File: config.mk
export PLATFORM = sky130hd
export DESIGN_NAME = serial_add_ctrl
export DESIGN_NICKNAME = d
export VERILOG_FILES = /design/src/rtl/serial_add_ctrl.sv
export SDC_FILE = /design/constraint.sdc
export NUM_CORES = 1
export LEC_CHECK = 0
export BUFFER_PORTS_ARGS = -buffer_cell sky130_fd_sc_hd__buf_2
export CAP_MARGIN = 20
export CORE_UTILIZATION = 58
export DETAILED_ROUTE_END_ITERATION = 12
export HOLD_SLACK_MARGIN = 0.02
export MAX_ROUTING_LAYER = met4
export PLACE_DENSITY = 0.9
export REMOVE_ABC_BUFFERS = 1
export SLEW_MARGIN = 5
export SYNTH_ARGS = -nofsm -noshare
export SYNTH_HDL_FRONTEND = slang
export SYNTH_SLANG_ARGS = --single-unit
File: constraint.sdc
create_clock -name clk -period 3.45 [get_ports clk]
set_clock_uncertainty 0.2 [all_clocks]
set_input_delay 0.69 -clock clk [delete_from_list [all_inputs] [get_ports clk]]
set_output_delay 0.69 -clock clk [all_outputs]
set_load 0.02 [all_outputs]
File: src/rtl/serial_add_ctrl.sv
// Bit-serial adder sequencer: one shared full adder walks the operands LSB-first,
// with the carry held in a flop between bits and a start/busy/done handshake.
module serial_add_ctrl #(
  parameter int WIDTH = 8
) (
  input  logic             clk,
  input  logic             rst_n,
  input  logic             start,
  input  logic [WIDTH-1:0] a,
  input  logic [WIDTH-1:0] b,
  input  logic             cin,
  output logic             busy,
  output logic             done,
  output logic [WIDTH-1:0] sum,
  output logic             cout,
  output logic             ovf,
  output logic [1:0]       dbg_state
);

  localparam int CW = $clog2(WIDTH + 1);

  typedef enum logic [1:0] {
    ST_IDLE = 2'd0,
    ST_RUN  = 2'd1,
    ST_DONE = 2'd2
  } state_t;

  // Handshake: start is sampled on a rising edge only in IDLE or DONE; busy is high
  // for exactly WIDTH cycles after acceptance, then done pulses for one cycle while
  // sum/cout/ovf hold the result until the next completed add.
  state_t           state_q, state_d;
  logic [WIDTH-1:0] a_sh_q, a_sh_d;
  logic [WIDTH-1:0] b_sh_q, b_sh_d;
  logic [WIDTH-1:0] sum_sh_q, sum_sh_d;
  logic             carry_q, carry_d;
  logic [CW-1:0]    cnt_q, cnt_d;
  logic             c_msb_q, c_msb_d;
  logic [WIDTH-1:0] sum_q, sum_d;
  logic             cout_q, cout_d;
  logic             ovf_q, ovf_d;

  logic fa_sum;
  logic fa_cout;

  always_comb begin
    fa_sum  = a_sh_q[0] ^ b_sh_q[0] ^ carry_q;
    fa_cout = (a_sh_q[0] & b_sh_q[0]) | (carry_q & (a_sh_q[0] ^ b_sh_q[0]));
  end

  always_comb begin
    state_d  = state_q;
    a_sh_d   = a_sh_q;
    b_sh_d   = b_sh_q;
    sum_sh_d = sum_sh_q;
    carry_d  = carry_q;
    cnt_d    = cnt_q;
    c_msb_d  = c_msb_q;
    sum_d    = sum_q;
    cout_d   = cout_q;
    ovf_d    = ovf_q;

    case (state_q)
      ST_IDLE, ST_DONE: begin
        if (state_q == ST_DONE) state_d = ST_IDLE;
        if (start) begin
          state_d  = ST_RUN;
          a_sh_d   = a;
          b_sh_d   = b;
          carry_d  = cin;
          cnt_d    = '0;
          sum_sh_d = '0;
          c_msb_d  = 1'b0;
        end
      end
      ST_RUN: begin
        sum_sh_d = {fa_sum, sum_sh_q[WIDTH-1:1]};
        a_sh_d   = {1'b0, a_sh_q[WIDTH-1:1]};
        b_sh_d   = {1'b0, b_sh_q[WIDTH-1:1]};
        carry_d  = fa_cout;
        cnt_d    = cnt_q + CW'(1);
        // Carry out of bit WIDTH-2 is the carry into the MSB, needed for signed overflow.
        if (cnt_q == CW'(WIDTH - 2)) c_msb_d = fa_cout;
        if (cnt_q == CW'(WIDTH - 1)) begin
          state_d = ST_DONE;
          sum_d   = {fa_sum, sum_sh_q[WIDTH-1:1]};
          cout_d  = fa_cout;
          ovf_d   = c_msb_q ^ fa_cout;
        end
      end
      default: state_d = ST_IDLE;
    endcase
  end

  always_ff @(posedge clk or negedge rst_n) begin
    if (!rst_n) begin
      state_q  <= ST_IDLE;
      a_sh_q   <= '0;
      b_sh_q   <= '0;
      sum_sh_q <= '0;
      carry_q  <= 1'b0;
      cnt_q    <= '0;
      c_msb_q  <= 1'b0;
      sum_q    <= '0;
      cout_q   <= 1'b0;
      ovf_q    <= 1'b0;
    end else begin
      state_q  <= state_d;
      a_sh_q   <= a_sh_d;
      b_sh_q   <= b_sh_d;
      sum_sh_q <= sum_sh_d;
      carry_q  <= carry_d;
      cnt_q    <= cnt_d;
      c_msb_q  <= c_msb_d;
      sum_q    <= sum_d;
      cout_q   <= cout_d;
      ovf_q    <= ovf_d;
    end
  end

  assign busy      = (state_q == ST_RUN);
  assign done      = (state_q == ST_DONE);
  assign sum       = sum_q;
  assign cout      = cout_q;
  assign ovf       = ovf_q;
  assign dbg_state = state_q;

endmodule

==> metrics.md <==
| Metric | Value |
|---|---|
| Status | `finished, violations left` |
| Violations in the final reports | `design-rule violations` |
| Max-slew violation count | `0` |
| Placeable Area | `2829 sq um` |
| Number of distinct library cell variants in the gate-level netlist after synthesis | `30` |
| Category of the worst setup path launch point | `flop` |
| Count of buffers added by post-CTS timing repair for setup | `0` |
| Placed Instance Area | `between 1500 and 2000 sq um` |
| RSZ-0062 raised after global routing | `no` |
| Num Clock Sinks | `41` |
| Total via count after detailed routing | `1223` |
| Global routing's busiest layer | `met2` |
| Internal | `about 1300 uW` |
| Number of buffers added by the clock tree synthesis step | `5` |
| Final net count | `about 200` |
| Slew at the pin with the worst max-slew slack | `889.2 ps` |
| Placement row count | `19` |
| Maximum number of pins on one net before global-route repair | `42` |
| Initial standard-cell utilization of the core | `62.98%` |
| Number of synthesized flops with an enable pin | `0` |
| Sw power | `740.9 uW` |
| Post-CTS sizing | `0` |
| Data arrival time of the critical path | `1790 ps` |
| Combined global-route utilization of all metal layers | `24.12%` |
| Clock root buffer master | `clkbuf_4` |
| Peak supply drop | `0.5411 mV` |
| Post-route setup slack | `770.9 ps` |
| Maximum clock frequency | `373.3 MHz` |
| Maximum clock path buffer count | `2` |
| Asr flop ratio synth | `between 90% and 100%` |
| Synth Warn # | `0` |
| TritonCTS clock tree | `built` |
| Fraction of final layout cells with drive strength greater than 1 | `32.95%` |
| Switch share | `between 30 and 40%` |
| Total count of hold-check failures in the final report | `0` |
| Part of the total power dissipated in combinational logic | `39.7%` |
| Depth of the worst register-to-register path | `5` |
| Antenna diode count | `0` |
| Leakage component of the power | `around 0.0010 uW` |
| Leading cell type in the layout, fill and taps excluded | `dfrtp_1` |
| Crit path time final | `2679 ps` |
| Critical register-to-register path startpoint | `dbg_state[1]$_DFFE_PN0P_` |
| Antenna violations before repair | `0` |
| Post-Synthesis Cells | `143` |
| DR DRC count | `3` |
| Max Cap Violations | `0` |
| Io pins | `34` |
| CTS Hold Buffers Added | `0` |
| Cell area after synthesis | `1782 sq um` |
| CP max FO | `30` |
| Hold Crit Class | `input pin to asynchronous set/reset pin` |
| Met2 usage in global routing | `38.37%` |
| Commonest cells after routing, fill and taps aside | `dfrtp_1 (41), buf_2 (33), nand2_1 (18), a22oi_1 (15), nand3_1 (15)` |
| Clock latency on the worst-skew pair | `360 ps` |
| Sequential element share of the synthesized area | `57.58%` |
| Met1 track demand over resource in global routing | `a little under a third` |
| Worst hold margin | `233.9 ps` |
| Share of power burned in registers | `41.2%` |
| Final estimated routing congestion in global placement | `0.7088` |
| Crit share post-route | `77.66%` |
| Total negative slack | `0 ps` |
| Synthesized area per cell | `12.46 sq um` |
| Met3 track demand over resource in global routing | `around 7%` |
| Layout area overhead | `13.97%` |
| H-tree Lvls | `2` |
| Die height | `57.43 um` |
| Final Util | `71.78%` |
| DRT Pass-1 Iters | `8` |
| Number of synthesized register bits | `between 40 and 50` |
| Clock-pin transition on the worst setup and hold timing paths | `between 100 and 150 ps` |
| Die area | `3298 sq um` |
| Number of input and output port buffers inserted | `33` |
| Minimum setup slack after placement | `~1200 ps` |
| First-pass GRT wire length | `5782 um` |
| Register-to-register setup slack | `1200 ps` |
| Die Wd | `57.43 um` |
| Power per standard cell area | `989.2 nW/um^2` |
| Relative slew slack | `around 41%` |
| Final design area excluding fillers | `2031 sq um` |
| Average wire length per cell after detail routing | `between 15 and 20 um` |
| Via count of the first global-routing pass | `1249` |
| Main flop type after synthesis | `dfrtp_1` |
| Class of the most critical setup path | `flop to output pin` |
| Share of power burned in the clock network | `19.1%` |
| # setup viols final | `0` |
| Mean number of vias per cell | `5.908` |
| DP Wirelength | `around 2200 um` |
| Reg-to-reg endpoint | `sum[0]$_DFFE_PN0P_` |
| Launching instance or port of the critical path | `dbg_state[1]$_DFFE_PN0P_` |
| Grt total ovfl | `0` |
| Remaining number of nets flagged by the antenna check after routing | `0` |
| Required time of the critical path | `2560 ps` |
| Kind of capture point of the worst setup path | `output pin` |
| Sum of routed wire length over all layers | `3278 um` |
| Iteration-0 DRC count of the detailed router | `61` |
[power by group through the flow]
stage,Clock [uW],Sequential (uW),Combinational (uW)
4_1_cts,388,829,805
2_1_floorplan,0,872,518
6_report,383,828,798
5_1_grt,405,853,888
3_3_place_gp,0,820,764
3_5_place_dp,0,838,801
[through the flow]
step                instances  total power (uW)
CTS                       207              2022
global route              207              2147
detailed placement        199              1639
global placement          199              1584
floorplan                 133              1390
finish                    207              2009
[sequential cells by signal, summed over array words and instances (netlist names)]
signal / count
ovf: 1
carry_q: 1
sum_sh_q: 7
dbg_state: 2
a_sh_q: 8
sum: 8
b_sh_q: 8
c_msb_q: 1
cout: 1
cnt_q: 4
[worst max-delay path, stage by stage (launching register included)]
cell,delay (ps)
dfrtp_1,410
nand2b_1,150
buf_4,210
inv_2,390
buf_2,260
[cell usage after synthesis, types with 2 or more instances]
cell type,number,area (sq um)
a22oi_1,15,112.6
nand2b_1,2,12.51
nand4_1,2,12.51
buf_4,3,22.52
nor2b_1,3,18.77
mux2_4,9,135.1
nand2_1,18,67.56
ha_1,2,25.02
dfrtp_1,41,1026
nand3_1,15,75.07
a22o_1,9,78.83
mux2i_1,2,20.02
mux2_2,2,22.52
buf_2,4,20.02
[worst max path at each step]
stage,slack (ps),cells after the start,to
floorplan,1090,4,sum[0]$_DFFE_PN0P_
global placement,1230,4,busy
detailed placement,1180,4,busy
CTS,770,4,busy
global route,660,4,busy
finish,770,4,busy
[kinds of logic (layout without fill, tap and decap cells)]
logic type,count (synthesis),in the layout,share of synthesized area (%)
and+or+nand+nor,45,45,12.64
DFF,41,41,57.58
AOI/OAI and AO/OA,27,27,11.80
muxes,13,13,9.972
buffers and inverters,12,45,4.493
adders and majority gates,3,3,2.528
xor gates and xnor gates,2,2,0.9833
[layer usage]
metal / up-vias / wire, um / part of all wire (%)
li1: 573 / - / -
met1: 604 / 1361 / 42
met2: 39 / 1663 / 51
met3: 7 / 200 / 6.1
met4: 0 / 52 / 1.6
met5: - / 0 / 0
[final cells by class]
type / instances / area [sq um]
flip-flops and latches: 41 / 1026
fillers: 210 / 798.3
multi-input cells: 90 / 675.6
repair buffers: 35 / 180.2
clock inverters: 3 / 65.06
well taps: 31 / 38.79
clock buffers: 5 / 37.54
inverters: 2 / 7.507
Power figures use the tool's default switching activity.
